--- src/rtl/pdm_cic_filter_pkg.sv ---
// Shared widths, default ratios and the output quantizer for the PDM decimation filter.
package pdm_cic_filter_pkg;

  localparam int unsigned C1_IBW = 2;
  localparam int unsigned C1_OBW = 2;
  localparam int unsigned I1_BW  = 9;
  localparam int unsigned C2_IBW = 8;
  localparam int unsigned C2_OBW = 9;
  localparam int unsigned I2_BW  = 17;
  localparam int unsigned OUT_BW = 8;

  localparam int unsigned DECIM_DEF       = 250;
  localparam int unsigned DC_OFFSET_DEF   = 125;
  localparam int unsigned QUANT_SHIFT_DEF = 5;

  localparam logic signed [I2_BW-1:0] Q_MAX = I2_BW'(127);
  localparam logic signed [I2_BW-1:0] Q_MIN = I2_BW'(-128);

  // Floor shift, then saturate into the signed output range.
  function automatic logic signed [OUT_BW-1:0] quantize(input logic signed [I2_BW-1:0] v,
                                                        input int unsigned sh);
    logic signed [I2_BW-1:0] s;
    s = v >>> sh;
    if (s > Q_MAX)      return Q_MAX[OUT_BW-1:0];
    else if (s < Q_MIN) return Q_MIN[OUT_BW-1:0];
    else                return s[OUT_BW-1:0];
  endfunction

endpackage

--- src/rtl/pdm_cic_filter_comb.sv ---
// Comb section: y[n] = x[n] - x[n-DEPTH] over a zero-initialised delay line.
module pdm_cic_filter_comb #(
  parameter int unsigned I_BW  = 2,
  parameter int unsigned O_BW  = 2,
  parameter int unsigned DEPTH = 250
) (
  input  logic                   clk_i,
  input  logic                   rst_n_i,
  input  logic                   en_i,
  input  logic                   valid_i,
  input  logic signed [I_BW-1:0] data_i,
  output logic                   valid_o,
  output logic signed [O_BW-1:0] data_o
);

  logic signed [I_BW-1:0] dly [DEPTH];

  always_ff @(posedge clk_i or negedge rst_n_i) begin
    if (!rst_n_i) begin
      for (int unsigned i = 0; i < DEPTH; i++) dly[i] <= '0;
      data_o  <= '0;
      valid_o <= 1'b0;
    end else if (!en_i) begin
      for (int unsigned i = 0; i < DEPTH; i++) dly[i] <= '0;
      data_o  <= '0;
      valid_o <= 1'b0;
    end else begin
      valid_o <= valid_i;
      if (valid_i) begin
        dly[0] <= data_i;
        for (int unsigned i = 1; i < DEPTH; i++) dly[i] <= dly[i-1];
        data_o <= O_BW'(data_i) - O_BW'(dly[DEPTH-1]);
      end
    end
  end

endmodule

--- src/rtl/pdm_cic_filter_decim.sv ---
// Decimator: forwards every DECIM-th valid sample and holds it between pulses.
module pdm_cic_filter_decim #(
  parameter int unsigned DECIM = 250,
  parameter int unsigned W     = 8
) (
  input  logic                clk_i,
  input  logic                rst_n_i,
  input  logic                en_i,
  input  logic                valid_i,
  input  logic signed [W-1:0] data_i,
  output logic                valid_o,
  output logic signed [W-1:0] data_o
);

  localparam int unsigned CW = (DECIM > 1) ? $clog2(DECIM) : 1;

  logic [CW-1:0] cnt;

  always_ff @(posedge clk_i or negedge rst_n_i) begin
    if (!rst_n_i) begin
      cnt     <= '0;
      data_o  <= '0;
      valid_o <= 1'b0;
    end else if (!en_i) begin
      cnt     <= '0;
      data_o  <= '0;
      valid_o <= 1'b0;
    end else begin
      valid_o <= 1'b0;
      if (valid_i) begin
        if (cnt == CW'(DECIM - 1)) begin
          cnt     <= '0;
          data_o  <= data_i;
          valid_o <= 1'b1;
        end else begin
          cnt <= cnt + 1'b1;
        end
      end
    end
  end

endmodule

--- src/rtl/pdm_cic_filter_integ.sv ---
// Integrator section: wrapping signed accumulator advanced on each input strobe.
module pdm_cic_filter_integ #(
  parameter int unsigned I_BW = 2,
  parameter int unsigned O_BW = 9
) (
  input  logic                   clk_i,
  input  logic                   rst_n_i,
  input  logic                   en_i,
  input  logic                   valid_i,
  input  logic signed [I_BW-1:0] data_i,
  output logic                   valid_o,
  output logic signed [O_BW-1:0] data_o
);

  always_ff @(posedge clk_i or negedge rst_n_i) begin
    if (!rst_n_i) begin
      data_o  <= '0;
      valid_o <= 1'b0;
    end else if (!en_i) begin
      data_o  <= '0;
      valid_o <= 1'b0;
    end else begin
      valid_o <= valid_i;
      if (valid_i) data_o <= data_o + O_BW'(data_i);
    end
  end

endmodule

--- src/rtl/pdm_cic_filter.sv ---
// PDM to 8-bit PCM: comb/integrator, DC cancel, comb/integrator, register, quantize, decimate.
module pdm_cic_filter
  import pdm_cic_filter_pkg::*;
#(
  parameter int unsigned DECIM       = DECIM_DEF,
  parameter int unsigned DC_OFFSET   = DC_OFFSET_DEF,
  parameter int unsigned QUANT_SHIFT = QUANT_SHIFT_DEF
) (
  input  logic                     clk_i,
  input  logic                     rst_n_i,
  input  logic                     en_i,
  input  logic                     data_i,
  input  logic                     valid_i,
  output logic signed [OUT_BW-1:0] data_o,
  output logic                     valid_o
);

  logic signed [C1_IBW-1:0] c1_in;
  logic signed [C1_OBW-1:0] c1_y;
  logic signed [I1_BW-1:0]  i1_y;
  logic signed [C2_IBW-1:0] dc;
  logic signed [C2_OBW-1:0] c2_y;
  logic signed [I2_BW-1:0]  i2_y;
  logic signed [I2_BW-1:0]  or_y;
  logic signed [OUT_BW-1:0] q;
  logic c1_vld, i1_vld, c2_vld, i2_vld, or_vld;

  assign c1_in = {1'b0, data_i};

  pdm_cic_filter_comb #(.I_BW(C1_IBW), .O_BW(C1_OBW), .DEPTH(DECIM)) u_comb1 (
    .clk_i(clk_i), .rst_n_i(rst_n_i), .en_i(en_i),
    .valid_i(valid_i), .data_i(c1_in), .valid_o(c1_vld), .data_o(c1_y));

  pdm_cic_filter_integ #(.I_BW(C1_OBW), .O_BW(I1_BW)) u_integ1 (
    .clk_i(clk_i), .rst_n_i(rst_n_i), .en_i(en_i),
    .valid_i(c1_vld), .data_i(c1_y), .valid_o(i1_vld), .data_o(i1_y));

  // Ones-count minus the mid-scale count; fits 8b signed since the count is 0..250.
  assign dc = C2_IBW'(i1_y - $signed(I1_BW'(DC_OFFSET)));

  pdm_cic_filter_comb #(.I_BW(C2_IBW), .O_BW(C2_OBW), .DEPTH(DECIM)) u_comb2 (
    .clk_i(clk_i), .rst_n_i(rst_n_i), .en_i(en_i),
    .valid_i(i1_vld), .data_i(dc), .valid_o(c2_vld), .data_o(c2_y));

  pdm_cic_filter_integ #(.I_BW(C2_OBW), .O_BW(I2_BW)) u_integ2 (
    .clk_i(clk_i), .rst_n_i(rst_n_i), .en_i(en_i),
    .valid_i(c2_vld), .data_i(c2_y), .valid_o(i2_vld), .data_o(i2_y));

  always_ff @(posedge clk_i or negedge rst_n_i) begin
    if (!rst_n_i) begin
      or_y   <= '0;
      or_vld <= 1'b0;
    end else if (!en_i) begin
      or_y   <= '0;
      or_vld <= 1'b0;
    end else begin
      or_vld <= i2_vld;
      if (i2_vld) or_y <= i2_y;
    end
  end

  assign q = quantize(or_y, QUANT_SHIFT);

  pdm_cic_filter_decim #(.DECIM(DECIM), .W(OUT_BW)) u_decim (
    .clk_i(clk_i), .rst_n_i(rst_n_i), .en_i(en_i),
    .valid_i(or_vld), .data_i(q), .valid_o(valid_o), .data_o(data_o));

endmodule

--- config.mk ---
export PLATFORM = sky130hd
export DESIGN_NAME = pdm_cic_filter
export DESIGN_NICKNAME = d
export VERILOG_FILES = /design/src/rtl/pdm_cic_filter_pkg.sv /design/src/rtl/pdm_cic_filter_comb.sv /design/src/rtl/pdm_cic_filter_decim.sv /design/src/rtl/pdm_cic_filter_integ.sv /design/src/rtl/pdm_cic_filter.sv
export SDC_FILE = /design/constraint.sdc
export NUM_CORES = 2
export LEC_CHECK = 0
export ABC_AREA = 0
export BUFFER_PORTS_ARGS = -buffer_cell sky130_fd_sc_hd__clkbuf_2
export CORE_ASPECT_RATIO = 0.8
export CORE_MARGIN = 1
export CORE_UTILIZATION = 50
export CTS_BUF_LIST = sky130_fd_sc_hd__clkbuf_16
export CTS_CLUSTER_DIAMETER = 50
export CTS_CLUSTER_SIZE = 14
export DETAILED_ROUTE_END_ITERATION = 10
export HOLD_SLACK_MARGIN = 0.15
export PLACE_DENSITY = 0.71
export REMOVE_ABC_BUFFERS = 1
export SYNTH_ARGS = -nofsm -noshare
export SYNTH_HDL_FRONTEND = slang
export SYNTH_SLANG_ARGS = --single-unit
--- constraint.sdc ---
create_clock -name clk_i -period 3.4 [get_ports clk_i]
set_input_delay 0.34 -clock clk_i [delete_from_list [all_inputs] [get_ports clk_i]]
set_output_delay 0.34 -clock clk_i [all_outputs]
set_load 0.02 [all_outputs]
==> key figures <==
Placement
  • Placed Area: 103000 um2
  • Total half-perimeter wirelength after legalization and detailed placement: around 85000 um
  • Final GP Congestion: 0.767
  • Pre-CTS worst setup slack: 0.945 ns
  • Cells after DPL: 10042
  • Input/output buffers: 13

Worst setup path
  • Reg2Reg Depth: 10
  • Data arrival time of the critical path: approximately 3.2 ns
  • Most used cell, CP: ha_1
  • CP Cell Sequence: inv_1 > ha_1 > nor2_1 > xor2_1 > ha_1 > nand2_1 > a21oi_1 > a211oi_1 > or4_1 > o211ai_1
  • Critical setup path kind: reg2reg
  • Startpoint of the worst setup timing path: u_integ1.data_o[0]$_DFFE_PN0P_
  • Crit-path leading delay family: simple AND/OR/NAND/NOR gates
  • Capturing element type of the critical path: register
  • Peak fanout along the critical path: 7
  • Highest cell delay on the worst timing path: 0.53 ns
  • WP buf/inv: 1
  • Crit Reg-Reg Endpoint: u_comb2.data_o[7]$_DFFE_PN0P_
  • Reg2reg start: u_integ1.data_o[0]$_DFFE_PN0P_
  • Worst setup SP type: register
  • Max stage delay cell, worst path: or4_1
  • Register-to-register setup slack: roughly 0.92 ns
  • Critical Path RT: 4.14 ns

Drt
  • Final WL: 149000 um
  • DRC violations left: 0
  • Starting DRC count in detailed routing: between 3000 and 4000
  • Via density per instance: 5.03
  • Detailed-route wire length per cell: 14.4 um
  • Via total after detailed routing: 51796
  • Remaining antenna violation count after routing: 0
  • Number of iterations in the first detailed-routing pass: 5

Logic synthesis
  • Cell with the most instances after synthesis: dfrtp_1
  • Avg Inst Size Synth: ~13 um2
  • Area of the mapped netlist: 99600 um2
  • Seq/Total Area, Yosys: around 58%
  • List of most frequent post-synthesis cells: 2320 x dfrtp_1, 2280 x nor2b_1, 2277 x mux2i_1, 305 x clkbuf_1, 192 x buf_2
  • Most common flop cell mapped by yosys: dfrtp_1
  • Number of enable-type register cells in the synthesized netlist: 0
  • Share of flip-flops with an asynchronous set or reset: 100%
  • Most area-consuming cells after synthesis: dfrtp_1 58%, mux2i_1 23%, nor2b_1 14%
  • Area share of the leading cell type in the synthesized netlist: 58.3%
  • Number of warnings issued by yosys: 0
  • Seq cells post-synth: 2320
  • Number of cells produced by synthesis: 7740
  • Yosys cell types: 59
  • Largest area contributor in the synthesized netlist: dfrtp_1

CTS
  • Clock H-tree levels: 4
  • Root Buffer: clkbuf_16
  • Latest clock arrival within the worst-skew pair: 0.81 ns
  • Number of clock buffers inserted by TritonCTS: 195
  • Clock Tree Buf Depth: 3
  • CTS clk-pin slew, worst paths: 0.06 ns
  • Count of clock tree sinks: 2320
  • CTS tree: done

STA
  • Final-report hold violation count: 0
  • Worst Clk Skew: roughly 0.021 ns
  • Final count of pins violating max slew: 0
  • Setup violations, final: 0
  • Setup slack after layout: 0.922 ns
  • Setup tns final: 0 ns
  • Maximum frequency from static timing analysis: between 400 and 500 MHz
  • Slew headroom: between 30% and 40%
  • Ratio of final minimum period to clock period: roughly 73%
  • RSZ-0062 raised after global routing: false
  • Transition time at the pin with the least slew margin: 0.947 ns
  • Time the final worst path needs with I/O delays and setup: between 2 and 2.5 ns

Power and ir drop
  • Ratio of total power to cell area: 466 nW/um2
  • IR drop worst, VDD: 0.521 mV
  • Total leakage power: 0.0455 uW

Floorplanning
  • Ports placed on the boundary: 14
  • Horiz. Die Dim: 501 um
  • Starting density of the core: 50.3%
  • Number of rows created at floorplan: about 150
  • Die Outline Area: 201000 um2
  • Overall die height: 401 um
  • Area of the placeable core: approximately 200000 um2

GRT
  • Antenna violations before repair: 3
  • Total routing usage reported by global routing: 15.1%
  • First-pass GRT wire length: 263000 um
  • Largest net degree at the start of global routing: 276
  • Via count of the first global-routing pass: 53839
  • GRT overflow: 0

Run status
  • Outcome: completed

Run
  • Number of violations of the max-capacitance limit: 0

Worst hold path
  • Type of the worst min-delay path: in2reg
  • Worst hold endpoint: u_comb1.dly[498]$_DFFE_PN0P_
  • Startpoint of the most critical hold path: data_i
  • WHS Path Cells: 4

Final layout
  • Share of final-layout standard cells stronger than drive strength 1: 5.31%
  • Layout Area Growth over Synthesis: 8.97%
  • Fillcell total: between 15000 and 20000
  • Number of nets in the finished design: 7624
  • Post-route cell area: between 100000 and 150000 um2
  • Post-route non-filler standard cell count: 10306
  • Final Core Density: a little over half
## stage by stage
step	total power [uW]	hold WS, ns
6_report	50500	0.449
5_1_grt	52700	0.420
4_1_cts	51500	0.397
3_5_place_dp	30700	0.383
3_3_place_gp	30600	0.377
2_1_floorplan	33700	0.0444
## cell usage in the layout (no fill, tap or decap), types with 6 or more instances in the layout
master	n
dlygate4sd3_1	6
clkinv_2	6
nor2b_1	2280
buf_12	83
nand4_1	9
a211oi_1	6
o21ai_0	26
ha_1	35
mux2i_1	2277
o211a_1	8
nand2_1	53
inv_1	34
a21oi_1	28
bufinv_16	6
clkbuf_16	199
a21o_1	9
clkinv_1	12
inv_6	9
nor2_1	23
dfrtp_1	2319
xor2_1	9
and2_1	10
buf_4	62
nor3_1	8
nand3_1	13
clkbuf_2	10
xnor2_1	17
## kinds of logic after synthesis
| family | after synthesis | share of synthesized area (%) |
|---|---|---|
| and+or+nand+nor | 2423 | 15.0 |
| DFF | 2320 | 58.3 |
| muxes | 2278 | 22.9 |
| AOI/OAI and AO/OA | 110 | 0.770 |
| adders and majority gates | 38 | 0.500 |
| buffers and inverters | 545 | 2.31 |
| xor gates and xnor gates | 26 | 0.229 |
## area by class of cell
| class | count | area (um2) | share of cell area (%) |
|---|---|---|---|
| repair buffers | 163 | 2270 | 2.09 |
| clock buffers | 199 | 4980 | 4.59 |
| multi-input cells | 4875 | 39300 | 36.2 |
| well taps | 2664 | 3330 | 3.07 |
| diodes | 2 | 5.00 | 0.00461 |
| inverters | 26 | 97.6 | 0.0899 |
| clock inverters | 57 | 543 | 0.500 |
| flip-flops and latches | 2320 | 58100 | 53.5 |
## power by group
group / switching, uW / internal [uW]
Combinational: 1430 / 1000
Sequential: 30.6 / 27600
Clock: 9560 / 10900
## routing by layer
| layer | up-vias | share of wire, % | GRT usage [%] |
|---|---|---|---|
| li1 | 25376 | - | - |
| met1 | 25865 | 51 | 21.9 |
| met2 | 328 | 45 | 23.6 |
| met3 | 227 | 2.6 | 2.62 |
| met4 | 0 | 1.8 | 3.56 |
| met5 | - | 0 | 0 |
## how the worst max path moves through the flow
stage | endpoint | cells past startpoint
CTS | u_comb2.data_o[7]$_DFFE_PN0P_ | 10
detailed placement | u_comb2.data_o[7]$_DFFE_PN0P_ | 10
floorplan | u_comb2.dly[1995]$_DFFE_PN0P_ | 2
global route | u_comb2.data_o[7]$_DFFE_PN0P_ | 10
global placement | u_comb2.data_o[7]$_DFFE_PN0P_ | 10
finish | u_comb2.data_o[7]$_DFFE_PN0P_ | 10
## tightest hold or removal path, cell delays in order
cell           delay, ns
dlygate4sd3_1       0.52
clkbuf_2            0.16
mux2i_1             0.09
nor2b_1             0.11
## sequential cells by signal, indices dropped and copies added, names as in the netlist, 2 cells and up
name	flops
or_y	12
u_decim.data_o	8
u_comb1.data_o	2
u_decim.cnt	8
u_comb2.dly	2000
u_integ2.data_o	17
u_comb2.data_o	9
u_integ1.data_o	8
u_comb1.dly	250
## timing repair
item | in CTS | in global routing
hold buffers | 6 | 0
hold endpoints to repair | 1520 | 0
gates resized for setup | 0 | 0
buffers inserted | 0 | 0
Power figures use the tool's default switching activity.
